$ cat src/rtl/cpu_pkg.sv
// Shared CPU definitions: ALU encodings, width defaults
// and the ID/EX control bundle.
package cpu_pkg;

  localparam int DATA_W_DFLT = 32;
  localparam int REG_AW_DFLT = 5;
  localparam int CTRL_W_DFLT = 4;

  typedef enum logic [3:0] {
    ALU_AND = 4'b0000,
    ALU_OR  = 4'b0001,
    ALU_ADD = 4'b0010,
    ALU_SUB = 4'b0110,
    ALU_SLT = 4'b0111,
    ALU_NOR = 4'b1100
  } alu_op_e;

  typedef struct packed {
    logic alu_src;
    logic reg_write;
    logic mem_read;
    logic mem_write;
    logic mem_to_reg;
  } id_ex_ctrl_t;

endpackage

$ cat src/rtl/fwd_mux.sv
// One operand's forwarding compare and 3:1 select.
// EX/MEM beats MEM/WB; register index 0 never forwards.
module fwd_mux
  import cpu_pkg::*;
#(
  parameter int DATA_W = DATA_W_DFLT,
  parameter int REG_AW = REG_AW_DFLT
) (
  input  logic [REG_AW-1:0] idx_i,
  input  logic [DATA_W-1:0] reg_data_i,
  input  logic              exm_we_i,
  input  logic [REG_AW-1:0] exm_rd_i,
  input  logic [DATA_W-1:0] exm_data_i,
  input  logic              wb_we_i,
  input  logic [REG_AW-1:0] wb_rd_i,
  input  logic [DATA_W-1:0] wb_data_i,
  output logic [DATA_W-1:0] data_o
);

  logic exm_hit;
  logic wb_hit;
  logic sel_exm;
  logic sel_wb;

  assign exm_hit = exm_we_i
                 & (exm_rd_i != '0)
                 & (exm_rd_i == idx_i);
  assign wb_hit  = wb_we_i
                 & (wb_rd_i != '0)
                 & (wb_rd_i == idx_i);

  // One-hot selects keep the decoder unique.
  assign sel_exm = exm_hit;
  assign sel_wb  = wb_hit & ~exm_hit;

  always_comb begin
    data_o = reg_data_i;
    unique case (1'b1)
      sel_exm: data_o = exm_data_i;
      sel_wb:  data_o = wb_data_i;
      default: data_o = reg_data_i;
    endcase
  end

endmodule

$ cat src/rtl/id_ex_operand_stage.sv
// ID/EX register with operand forwarding and hazard stall.
// EX_FORWARD_EN: forward from EX/MEM, MEM/WB; else stall on RAW.
module id_ex_operand_stage
  import cpu_pkg::*;
#(
  parameter int DATA_W = DATA_W_DFLT,
  parameter int REG_AW = REG_AW_DFLT,
  parameter int CTRL_W = CTRL_W_DFLT
) (
  input  logic              clk,
  input  logic              rst_n,
  input  logic              id_valid,
  input  logic [DATA_W-1:0] id_rs_data,
  input  logic [DATA_W-1:0] id_rt_data,
  input  logic [DATA_W-1:0] id_imm,
  input  logic [REG_AW-1:0] id_rs,
  input  logic [REG_AW-1:0] id_rt,
  input  logic [REG_AW-1:0] id_rd,
  input  logic [CTRL_W-1:0] id_alu_ctrl,
  input  logic              id_alu_src,
  input  logic              id_reg_dst,
  input  logic              id_reg_write,
  input  logic              id_mem_read,
  input  logic              id_mem_write,
  input  logic              id_mem_to_reg,
  input  logic              flush,
  input  logic              exm_reg_write,
  input  logic [REG_AW-1:0] exm_rd,
  input  logic [DATA_W-1:0] exm_result,
  input  logic              wb_reg_write,
  input  logic [REG_AW-1:0] wb_rd,
  input  logic [DATA_W-1:0] wb_result,
  output logic              hazard_stall,
  output logic              ex_valid,
  output logic [CTRL_W-1:0] alu_ctrl,
  output logic [DATA_W-1:0] alu_a,
  output logic [DATA_W-1:0] alu_b,
  output logic [DATA_W-1:0] ex_store_data,
  output logic [REG_AW-1:0] ex_dest,
  output logic              ex_reg_write,
  output logic              ex_mem_read,
  output logic              ex_mem_write,
  output logic              ex_mem_to_reg
);

  id_ex_ctrl_t       ctrl_d;
  id_ex_ctrl_t       ctrl_q;
  logic              ex_valid_d;
  logic              ex_valid_q;
  logic [CTRL_W-1:0] alu_ctrl_q;
  logic [REG_AW-1:0] rs_q;
  logic [REG_AW-1:0] rt_q;
  logic [REG_AW-1:0] dest_d;
  logic [REG_AW-1:0] dest_q;
  logic [DATA_W-1:0] rs_data_q;
  logic [DATA_W-1:0] rt_data_q;
  logic [DATA_W-1:0] imm_q;
  logic [DATA_W-1:0] fwd_a;
  logic [DATA_W-1:0] fwd_b;
  logic              load_use;
  logic              capture;
  logic              fwd_exm_we;
  logic              fwd_wb_we;

  always_comb begin
    ctrl_d            = '0;
    ctrl_d.alu_src    = id_alu_src;
    ctrl_d.reg_write  = id_reg_write;
    ctrl_d.mem_read   = id_mem_read;
    ctrl_d.mem_write  = id_mem_write;
    ctrl_d.mem_to_reg = id_mem_to_reg;
  end

  assign dest_d = id_reg_dst ? id_rd : id_rt;

  assign load_use = ex_valid_q
                  & ctrl_q.mem_read
                  & id_valid
                  & (rt_q != '0)
                  & ((rt_q == id_rs) | (rt_q == id_rt));

  // Flush and stall both turn the incoming slot into a bubble.
  assign capture    = ~(flush | hazard_stall);
  assign ex_valid_d = capture & id_valid;

  always_ff @(posedge clk or negedge rst_n) begin
    if (!rst_n) begin
      ex_valid_q <= 1'b0;
      ctrl_q     <= '0;
      alu_ctrl_q <= '0;
      rs_q       <= '0;
      rt_q       <= '0;
      dest_q     <= '0;
      rs_data_q  <= '0;
      rt_data_q  <= '0;
      imm_q      <= '0;
    end else begin
      ex_valid_q <= ex_valid_d;
      if (capture) begin
        ctrl_q     <= ctrl_d;
        alu_ctrl_q <= id_alu_ctrl;
        rs_q       <= id_rs;
        rt_q       <= id_rt;
        dest_q     <= dest_d;
        rs_data_q  <= id_rs_data;
        rt_data_q  <= id_rt_data;
        imm_q      <= id_imm;
      end
    end
  end

`ifdef EX_FORWARD_EN
  assign hazard_stall = load_use;
  assign fwd_exm_we   = exm_reg_write;
  assign fwd_wb_we    = wb_reg_write;
`else
  logic              exm_we_q;
  logic [REG_AW-1:0] exm_dest_q;
  logic              raw;
  logic              unused_exm_we;

  function automatic logic raw_on(
    input logic              we,
    input logic [REG_AW-1:0] rd,
    input logic [REG_AW-1:0] a,
    input logic [REG_AW-1:0] b
  );
    return we && (rd != '0) && ((rd == a) || (rd == b));
  endfunction

  // Shadow of the instruction that just left EX.
  always_ff @(posedge clk or negedge rst_n) begin
    if (!rst_n) begin
      exm_we_q   <= 1'b0;
      exm_dest_q <= '0;
    end else begin
      exm_we_q   <= ex_reg_write;
      exm_dest_q <= dest_q;
    end
  end

  assign raw = id_valid & (
      raw_on(ex_reg_write, dest_q, id_rs, id_rt)
    | raw_on(exm_we_q, exm_dest_q, id_rs, id_rt)
    | raw_on(wb_reg_write, wb_rd, id_rs, id_rt));

  assign hazard_stall  = load_use | raw;
  assign fwd_exm_we    = 1'b0;
  assign fwd_wb_we     = 1'b0;
  assign unused_exm_we = exm_reg_write;
`endif

  fwd_mux #(
    .DATA_W (DATA_W),
    .REG_AW (REG_AW)
  ) u_fwd_a (
    .idx_i      (rs_q),
    .reg_data_i (rs_data_q),
    .exm_we_i   (fwd_exm_we),
    .exm_rd_i   (exm_rd),
    .exm_data_i (exm_result),
    .wb_we_i    (fwd_wb_we),
    .wb_rd_i    (wb_rd),
    .wb_data_i  (wb_result),
    .data_o     (fwd_a)
  );

  fwd_mux #(
    .DATA_W (DATA_W),
    .REG_AW (REG_AW)
  ) u_fwd_b (
    .idx_i      (rt_q),
    .reg_data_i (rt_data_q),
    .exm_we_i   (fwd_exm_we),
    .exm_rd_i   (exm_rd),
    .exm_data_i (exm_result),
    .wb_we_i    (fwd_wb_we),
    .wb_rd_i    (wb_rd),
    .wb_data_i  (wb_result),
    .data_o     (fwd_b)
  );

  assign ex_valid      = ex_valid_q;
  assign alu_ctrl      = alu_ctrl_q;
  assign alu_a         = fwd_a;
  assign alu_b         = ctrl_q.alu_src ? imm_q : fwd_b;
  assign ex_store_data = fwd_b;
  assign ex_dest       = dest_q;
  assign ex_reg_write  = ctrl_q.reg_write  & ex_valid_q;
  assign ex_mem_read   = ctrl_q.mem_read   & ex_valid_q;
  assign ex_mem_write  = ctrl_q.mem_write  & ex_valid_q;
  assign ex_mem_to_reg = ctrl_q.mem_to_reg & ex_valid_q;

endmodule

$ cat config.mk
export PLATFORM = sky130hd
export DESIGN_NAME = id_ex_operand_stage
export DESIGN_NICKNAME = d
export VERILOG_FILES = /design/src/rtl/cpu_pkg.sv /design/src/rtl/fwd_mux.sv /design/src/rtl/id_ex_operand_stage.sv
export SDC_FILE = /design/constraint.sdc
export NUM_CORES = 1
export LEC_CHECK = 0
export CORE_UTILIZATION = 41
export CTS_CLUSTER_DIAMETER = 150
export DETAILED_ROUTE_END_ITERATION = 10
export PLACE_DENSITY = 0.79
export SLEW_MARGIN = 15
export SYNTH_ARGS = -nofsm -noshare
export SYNTH_HDL_FRONTEND = slang
export SYNTH_HIERARCHICAL = 1
export SYNTH_SLANG_ARGS = --single-unit
$ cat constraint.sdc
create_clock -name clk -period 2.2 [get_ports clk]
set_input_delay 0.44 -clock clk [delete_from_list [all_inputs] [get_ports clk]]
set_output_delay 0.44 -clock clk [all_outputs]
set_load 0.01 [all_outputs]
=== After elaboration in Yosys (flattened, before gate mapping) ===
Cells that the tools add are included.

* Output and inout bits: 111
* Register bits after elaboration: 122
* Logic and storage cells: 52
* Input port bits: 201

* Equality and inequality tests: 8
* Bitwise gates (word level): 15
* Muxes and demuxes: 2
* Reductions and logical operators: 13

{| class="wikitable"
|+ Operator list
! operator !! count
|-
| $eq A5 B5 Y1 || 8
|-
| $mux W32 || 1
|-
| $reduce_bool A5 Y1 || 4
|-
| $and A1 B1 Y1 || 9
|-
| $logic_and A1 B1 Y1 || 6
|-
| $mux W5 || 1
|-
| $or A1 B1 Y1 || 5
|-
| $logic_or A1 B1 Y1 || 3
|-
| $not A1 Y1 || 1
|}

=== Longest topological paths before layout ===
Gate-level depths: netlist of the first run.

* Depth after elaboration: 10
* Gate-level depth with buffers: 10
* Mapped depth without buffers: 7

=== By module ===
The synthesis of the first run kept the hierarchy.

{| class="wikitable"
|+ By module, submodules not included
! module !! instances !! area each (µm²) !! sequential area each (µm²) !! cells each
|-
| id_ex_operand_stage || 1 || 5,705.5 || 3,178.0 || 390
|-
| fwd_mux || 2 || 1,153.6 || 0.0 || 185
|}

=== Worst setup path before layout of the first run ===
Ideal clock, no wire load.

* Kind: input to register
* Start point: input wb_rd[1]
* End point: register rt_q[1]
* Setup time: 0.127 ns
* Stages: 7
* Data required time: 2.073 ns
* Data arrival time: 2.095 ns
* Buffers on the path: 2
* Path slack: -0.023 ns
* Cells stage by stage: or4_1 -> o221ai_1 -> nand4_1 -> a21oi_2 -> buf_6 -> buf_6 -> mux2_1

* Cells in the longest elaborated chain, start to end: 7
* Elaborated cells on any way between the ends: 10
* Those cells by class: eq/ne: 2; bitwise: 4; reduce/logical: 4

{| class="wikitable"
|+ Ends and longest elaborated chain
! element !! RTL line !! text
|-
| from (decl) || id_ex_operand_stage.sv:31 || <nowiki>input logic [REG_AW-1:0] wb_rd,</nowiki>
|-
| $eq A5 B5 Y1 or $reduce_bool A5 Y1 (tied branches) || n/a ||
|-
| $logic_or A1 B1 Y1 or $logic_and A1 B1 Y1 (tied branches) || id_ex_operand_stage.sv:128 || <nowiki>return we && (rd != '0) && ((rd == a) || (rd == b));</nowiki>
|-
| $logic_and A1 B1 Y1 (*) || id_ex_operand_stage.sv:128 ||
|-
| $or A1 B1 Y1 (*) || id_ex_operand_stage.sv:145 || <nowiki>| raw_on(wb_reg_write, wb_rd, id_rs, id_rt));</nowiki>
|-
| $and A1 B1 Y1 (*) || id_ex_operand_stage.sv:142 || <nowiki>assign raw = id_valid & (</nowiki>
|-
| $or A1 B1 Y1 (*) || id_ex_operand_stage.sv:147 || <nowiki>assign hazard_stall = load_use | raw;</nowiki>
|-
| $or A1 B1 Y1 (*) || id_ex_operand_stage.sv:83 || <nowiki>assign capture = ~(flush | hazard_stall);</nowiki>
|-
| to (signal assigned) || id_ex_operand_stage.sv:103 || <nowiki>rt_q <= id_rt;</nowiki>
|-
| to (decl) || id_ex_operand_stage.sv:52 || <nowiki>logic [REG_AW-1:0] rt_q;</nowiki>
|}

Mark *: on every way between the ends. The rest lies on a longest branch, timed or not.
A chain may end at the register's enable or synchronous reset.

=== Final worst setup path of the first run ===
* Start point: input id_rt[1]
* End point: register imm_q[20]

* Cells in the longest elaborated chain, start to end: 8
* Elaborated cells on any way between the ends: 17
* Those cells by class: eq/ne: 4; bitwise: 7; reduce/logical: 6

{| class="wikitable"
|+ Ends and longest elaborated chain
! element !! RTL line !! text
|-
| from (decl) || id_ex_operand_stage.sv:17 || <nowiki>input logic [REG_AW-1:0] id_rt,</nowiki>
|-
| $eq A5 B5 Y1 || id_ex_operand_stage.sv:128 ||
|-
| $logic_or A1 B1 Y1 || id_ex_operand_stage.sv:128 ||
|-
| $logic_and A1 B1 Y1 || id_ex_operand_stage.sv:128 ||
|-
| $or A1 B1 Y1 || id_ex_operand_stage.sv:144 || <nowiki>| raw_on(exm_we_q, exm_dest_q, id_rs, id_rt)</nowiki>
|-
| $or A1 B1 Y1 || id_ex_operand_stage.sv:145 ||
|-
| $and A1 B1 Y1 || id_ex_operand_stage.sv:142 ||
|-
| $or A1 B1 Y1 (*) || id_ex_operand_stage.sv:147 ||
|-
| $or A1 B1 Y1 (*) || id_ex_operand_stage.sv:83 ||
|-
| to (signal assigned) || id_ex_operand_stage.sv:107 || <nowiki>imm_q <= id_imm;</nowiki>
|-
| to (decl) || id_ex_operand_stage.sv:57 || <nowiki>logic [DATA_W-1:0] imm_q;</nowiki>
|}

Marked as above.

==> results.cfg, run 1 <==
[outcome]
status = finished, violations left
violations = max-slew violations, negative setup slack

[pwr]
power.internal_w = 0.00613
total_power_w = 0.00920
netSwitchingPower_w = 0.00307
p_leak_nw = 5.49
pwr-share-seq_pct = 30.9
p_comb_share_pct = 38.2
p_per_area_mw_per_mm2 = 696
pwr-share-clk_pct = 30.9
swShare_pct = 33.3
ir_drop_uv = 506

[timing]
drv_slew = 67
worst_slew_pin_slew_ns = 1.55
period_needed_ns = 2.56
finClkSkew_ns = 0.0100
rsz0062_at_grt = true
hold_violations = 0
timing.final.crit_share_pct = 116
setup_viol = 121
max_freq_mhz = 391
fin_tns_setup_ns = -37.41
setup_ws_ns = -0.357
max-slew-margin-rel_pct = -3.77

[clock_tree]
ctsLongestPathBuffers = 2
cts_root_buf = clkbuf_16
clk_pin_slew_ns = 0.06
cts_buffers = 17
cts_tree = built
htreeDepth = 4
worstSkewPairLatency_ns = 0.42
cts.sink_count = 127

[floorplanning]
ios = 312
start_util_pct = 42.3
num_rows = 50
fp.dieW_um = 142
die_h_um = 142
dieArea_mm2 = 0.0201
coreArea_mm2 = 0.0190

[global_route]
grt_max_degree = 50
grt_pass1_vias = 8995
grt-ovfl-total = 0
grt_first_pass_wirelength_mm = 50.6
grt_use_total_pct = 33.0
antenna_found_initial = 0

[cells_and_area]
area_growth_pct = 64.9
fin_nets = 1303
diodes = 0
nFillCells = 1377
fin_area_mm2 = 0.0132
drive_above_1_share_pct = 28.9
utilization_pct = 69.7

[yosys]
yosys-top-cells-count = 127 x dfrtp_1, 100 x mux2_1, 66 x nor4_1
synth-edff-count = 0
synth_fa_ha_area_share_pct = 0
synth_compound_area_share_pct = 12.3
yosysWarnings = 6
yosys.area_share.simple_pct = 13.7
syn_inst = 760
synth_top_area_share_pct = 39.7
synth-main-ff-cell = dfrtp_1
syn_area_per_cell_um2 = 10.5
synth_top_family_by_area = multiplexers
synth.most_common_cell = dfrtp_1
yosysTopAreaCell = dfrtp_1
netlist_area_mm2 = 0.00801
ys_types = 34
synth.area.top_cells = dfrtp_1 40%, mux2_1 14%, mux2_2 8.0%
synth-async-reset-ratio_pct = 100
synthMuxAreaShare_pct = 22.1
yosys_register_bits = 127
ys_seq_area_share_pct = 39.7
synthXorXnorAreaFrac_pct = 6.12

[critical_path]
critPathArrivalTime_ns = 2.85
path_buf_inv = 6
start_kind = input pin
worstPathRequired_ns = 2.50
critPathCaptureType = register
cp_max_fo = 11
slowest_delay_ns = 0.45
cp_top_family = buffers and inverters
crit_slowest_cell = clkdlybuf4s50_1
critPathKind = input pin to register
crit_chain = clkdlybuf4s50_1 -> buf_4 -> xor2_2 -> nor3_2 -> o221ai_2 -> nand4_1 -> buf_4 -> a21oi_4 -> buf_12 -> buf_16 -> buf_12 -> mux2_1

[place]
place_congestion = 0.885
hpwl_mm = 21.4
placed_cell_area_mm2 = 0.0116
port_buffers = 310
place_ws_ns = -0.941

[drt]
drc = 0
drtAntennaViolNets = 0
vias = 8702
wire_per_inst_um = 25.2
first_pass_iters = 6
viasPerCell = 6.33
drt_iter0_markers = 870
routed_wl_mm = 34.6

[hold_path]
min_path_type = input pin to register

[run]
max_cap_violations = 0
[per-layer routing]
metal / vias up / routed length (um) / GRT usage, %
li1: 3643 / - / -
met1: 4193 / 12700 / 38.1
met2: 707 / 16400 / 55.1
met3: 159 / 3770 / 11.1
met4: 0 / 1630 / 15.2
met5: - / 0 / 0
[per-stage QoR]
| stage | cells | hold WS, ns |
|---|---|---|
| 3_5_place_dp | 1302 | 0.360 |
| 3_3_place_gp | 1302 | 0.361 |
| 5_1_grt | 1375 | 0.478 |
| 6_report | 1375 | 0.468 |
| 4_1_cts | 1369 | 0.449 |
| 2_1_floorplan | 765 | 0.144 |
[path summary, 6_finish.rpt]
path | start | to | slack, ns | depth (start not counted)
hold / removal | id_rt[2] | rt_q[2] | 0.47 | 2
hold reg to reg | imm_q[29] | imm_q[29] | 0.48 | 1
setup / recovery | id_rt[1] | imm_q[20] | -0.36 | 12
min in group asynchronous | rst_n | ex_dest[3] | 0.48 | 2
max in group asynchronous | rst_n | ctrl_q[4] | 1.09 | 3
setup reg to reg | exm_dest_q[1] | imm_q[20] | -0.35 | 9
[worst register-to-register path: cells and delay by family (launching register included)]
| family | cells | cell delay, ns |
|---|---|---|
| simple gates | 2 | 0.74 |
| buf+inv | 4 | 0.67 |
| flops | 1 | 0.39 |
| mux | 1 | 0.34 |
| compound gates | 2 | 0.28 |
[logic make-up (layout without fill, tap and decap cells)]
kind of cell | Yosys count | in the layout
simple gates | 183 | 183
xor+xnor | 56 | 56
mux | 157 | 157
compound gates | 141 | 141
other cells | 1 | 6
buf+inv | 95 | 445
flops | 127 | 127
[sequential cells by signal, indices dropped and copies added, names as in the netlist]
| register | count |
|---|---|
| alu_ctrl | 4 |
| ctrl_q | 5 |
| ex_dest | 5 |
| ex_valid | 1 |
| exm_dest_q | 5 |
| exm_we_q | 1 |
| imm_q | 32 |
| rs_data_q | 32 |
| rs_q | 5 |
| rt_data_q | 32 |
| rt_q | 5 |
[power groups by stage]
stage	Sequential (W)	Combinational (W)	Clock, W
floorplan	0.00281	0.00143	0
global placement	0.00283	0.00294	0
detailed placement	0.00285	0.00299	0
CTS	0.00282	0.00324	0.00289
global route	0.00287	0.00368	0.00299
finish	0.00284	0.00351	0.00285
[layout by cell type, fill, tap and decap left out, types with 22 or more instances in the layout]
master	instances
mux2_4	99
nor4_1	66
dlymetal6s2s_1	23
buf_4	57
clkdlybuf4s50_1	230
nand4_1	65
mux2_1	22
a31oi_1	59
mux2_2	36
dfrtp_1	126
xnor2_1	40
o31ai_1	64
dlygate4sd2_1	25
[final cells by class]
type	count	area, um^2	area share, %
multi-input cells	543	4890	37.0
repair buffers	411	4230	32.0
flip-flops and latches	127	3180	24.1
clock buffers	17	425	3.22
well taps	260	325	2.46
clock inverters	15	161	1.22
inverters	2	7.51	0.0568
[what timing repair did]
item	CTS	global route
setup endpoints to repair	169	174
hold buffers	1	0
buffers inserted	30	5
endpoints found under the hold margin	33	0
cloned	4	3
pin swaps	19	27
resized for setup	157	130
Note: power is estimated with default switching activity, not from simulation.
==> inputs of run 2 (changes only) <==
--- a/config.mk
+++ b/config.mk
@@ -6,7 +6,7 @@
 export NUM_CORES = 1
 export LEC_CHECK = 0
 export CORE_UTILIZATION = 41
-export CTS_CLUSTER_DIAMETER = 150
+export CTS_CLUSTER_DIAMETER = 50
 export DETAILED_ROUTE_END_ITERATION = 10
 export PLACE_DENSITY = 0.79
 export SLEW_MARGIN = 15
==> results of run 2 <==
The final DEF is identical to that of run 1; final timing and power are the same.
==> inputs of run 3 (changes only) <==
--- a/config.mk
+++ b/config.mk
@@ -6,9 +6,11 @@
 export NUM_CORES = 1
 export LEC_CHECK = 0
 export CORE_UTILIZATION = 41
+export CTS_BUF_LIST = sky130_fd_sc_hd__clkbuf_16
 export CTS_CLUSTER_DIAMETER = 50
 export DETAILED_ROUTE_END_ITERATION = 10
 export PLACE_DENSITY = 0.79
+export SKIP_CTS_REPAIR_TIMING = 1
 export SLEW_MARGIN = 15
 export SYNTH_ARGS = -nofsm -noshare
 export SYNTH_HDL_FRONTEND = slang
==> run 3 against run 2 <==
  * The flow still finishes with violations (max-slew violations, negative setup slack)
  * Cell count grew 0.29%
  * Core utilization shrank 0.90 points
  * Flip-flop and latch count is the same
  * Power shrank 1.5%
  * Clock skew grew 0.0014 ns
  * Count of clock-buffer cells in the layout is the same
  * Clock power is essentially flat
  * Worst hold slack lost 0.11 ns
  * Sequential share of layout area grew 0.31 points
  * First-iteration DRC count shrank 3.9%
  * Critical path type unchanged
  * Highest routed layer unchanged
==> results.cfg, run 3 (same netlist as run 1, synthesis figures left out) <==
[drt]
first_pass_iters = 5
drt_iter0_markers = 836
routed_wl_mm = 33.3
wire_per_inst_um = 24.1
vias = 8580
drtAntennaViolNets = 0
drc = 0
viasPerCell = 6.22

[critical_path]
reg2reg_from = exm_dest_q[1]
crit_start = wb_rd[0]
worstPathRequired_ns = 2.50
critPathCaptureType = register
critPathArrivalTime_ns = 2.81
critPathKind = input pin to register
cp_max_fo = 14
start_kind = input pin

[global_route]
grt_use_met3_pct = 9.62
top_usage_layer = met2
met1_usage_pct = 35.4
use_met2_pct = 51.6
antenna_found_initial = 0
grt_pass1_vias = 8498
grt_max_degree = 50
grt_first_pass_wirelength_mm = 46.7
grt-ovfl-total = 0
grt_use_total_pct = 30.4

[cells_and_area]
final_cell_mix = 233 x clkdlybuf4s50_1, 126 x dfrtp_1, 83 x buf_4
drive_above_1_share_pct = 23.3
fin_nets = 1307
diodes = 0
nFillCells = 1378
final_common_cell = clkdlybuf4s50_1
reg_top3 = imm_q x32, rs_data_q x32, rt_data_q x32
area_growth_pct = 62.8

[timing]
hold_violations = 0
rsz0062_at_grt = true
fin_tns_setup_ns = -32.94
timing.final.crit_share_pct = 114
holdWs_ns = 0.361
drv_slew = 66
worst_slew_pin_slew_ns = 1.57
setup_ws_ns = -0.314
setup_viol = 127
max-slew-margin-rel_pct = -4.84
finClkSkew_ns = 0.0114
max_freq_mhz = 398
period_needed_ns = 2.51

[clock_tree]
htreeDepth = 4
cts_root_buf = clkbuf_16
clk_pin_slew_ns = 0.06
ctsLongestPathBuffers = 2
worstSkewPairLatency_ns = 0.42
cts_tree = built
cts_buffers = 17
cts.sink_count = 127

[floorplanning]
coreArea_mm2 = 0.0190
dieArea_mm2 = 0.0201
ios = 312
fp.dieW_um = 142
start_util_pct = 42.3
die_h_um = 142
num_rows = 50

[hold_path]
min_path_type = input pin to register
min_from = id_rt[2]

[pwr]
p_leak_nw = 5.60
ir_drop_uv = 505
p_per_area_mw_per_mm2 = 695

[outcome]
violations = max-slew violations, negative setup slack
status = finished, violations left

[place]
port_buffers = 310
place_ws_ns = -0.941
hpwl_mm = 21.4
place_congestion = 0.885

[run]
max_cap_violations = 0
## run 3: power by group
group	internal (W)	leakage, nW	switching (W)
combinational	0.00176	3.83	0.00164
clock	0.00168	0.288	0.00115
sequential	0.00262	1.48	0.000204
total	0.00607	5.60	0.00300
## run 3: path summary, 6_finish.rpt
check	endpoint	slack, ns	depth (start not counted)
max	rt_data_q[23]	-0.31	10
max in group asynchronous	ctrl_q[4]	1.10	3
min reg2reg	imm_q[2]	0.48	1
max reg2reg	rt_data_q[23]	-0.29	8
min in group asynchronous	ex_dest[3]	0.48	2
min	rt_q[2]	0.36	2
## run 3: area by class of cell
class	count	area, um^2	share of cell area [%]
Multi-Input combinational cell	543	4680	35.9
Timing Repair Buffer	415	4270	32.7
Sequential cell	127	3180	24.4
Clock buffer	17	425	3.26
Tap cell	260	325	2.49
Clock inverter	15	161	1.24
Inverter	2	7.51	0.0576
## run 3: metrics by stage
step	utilization, %	area (um^2)	std cells	power, W
after floorplan	-	8030	765	0.00425
after global placement	61.3	11600	1302	0.00578
after detailed placement	61.3	11600	1302	0.00584
after CTS	64.4	12200	1334	0.00870
after global routing	68.8	13000	1379	0.00941
final	68.8	13000	1379	0.00906
## run 3: critical path: stages
cell and delay [ns]:
clkdlybuf4s50_1 0.53, xor2_1 0.24, nor3_2 0.09, o221ai_2 0.20, nand4_1 0.21, buf_4 0.21
a21oi_4 0.19, buf_12 0.19, buf_12 0.16, mux2_1 0.33
## run 3: metal layers
layer / wire [um] / up-vias
li1: - / 3655
met4: 1300 / 0
met5: 0 / -
met1: 12400 / 4127
met2: 16100 / 657
met3: 3490 / 141
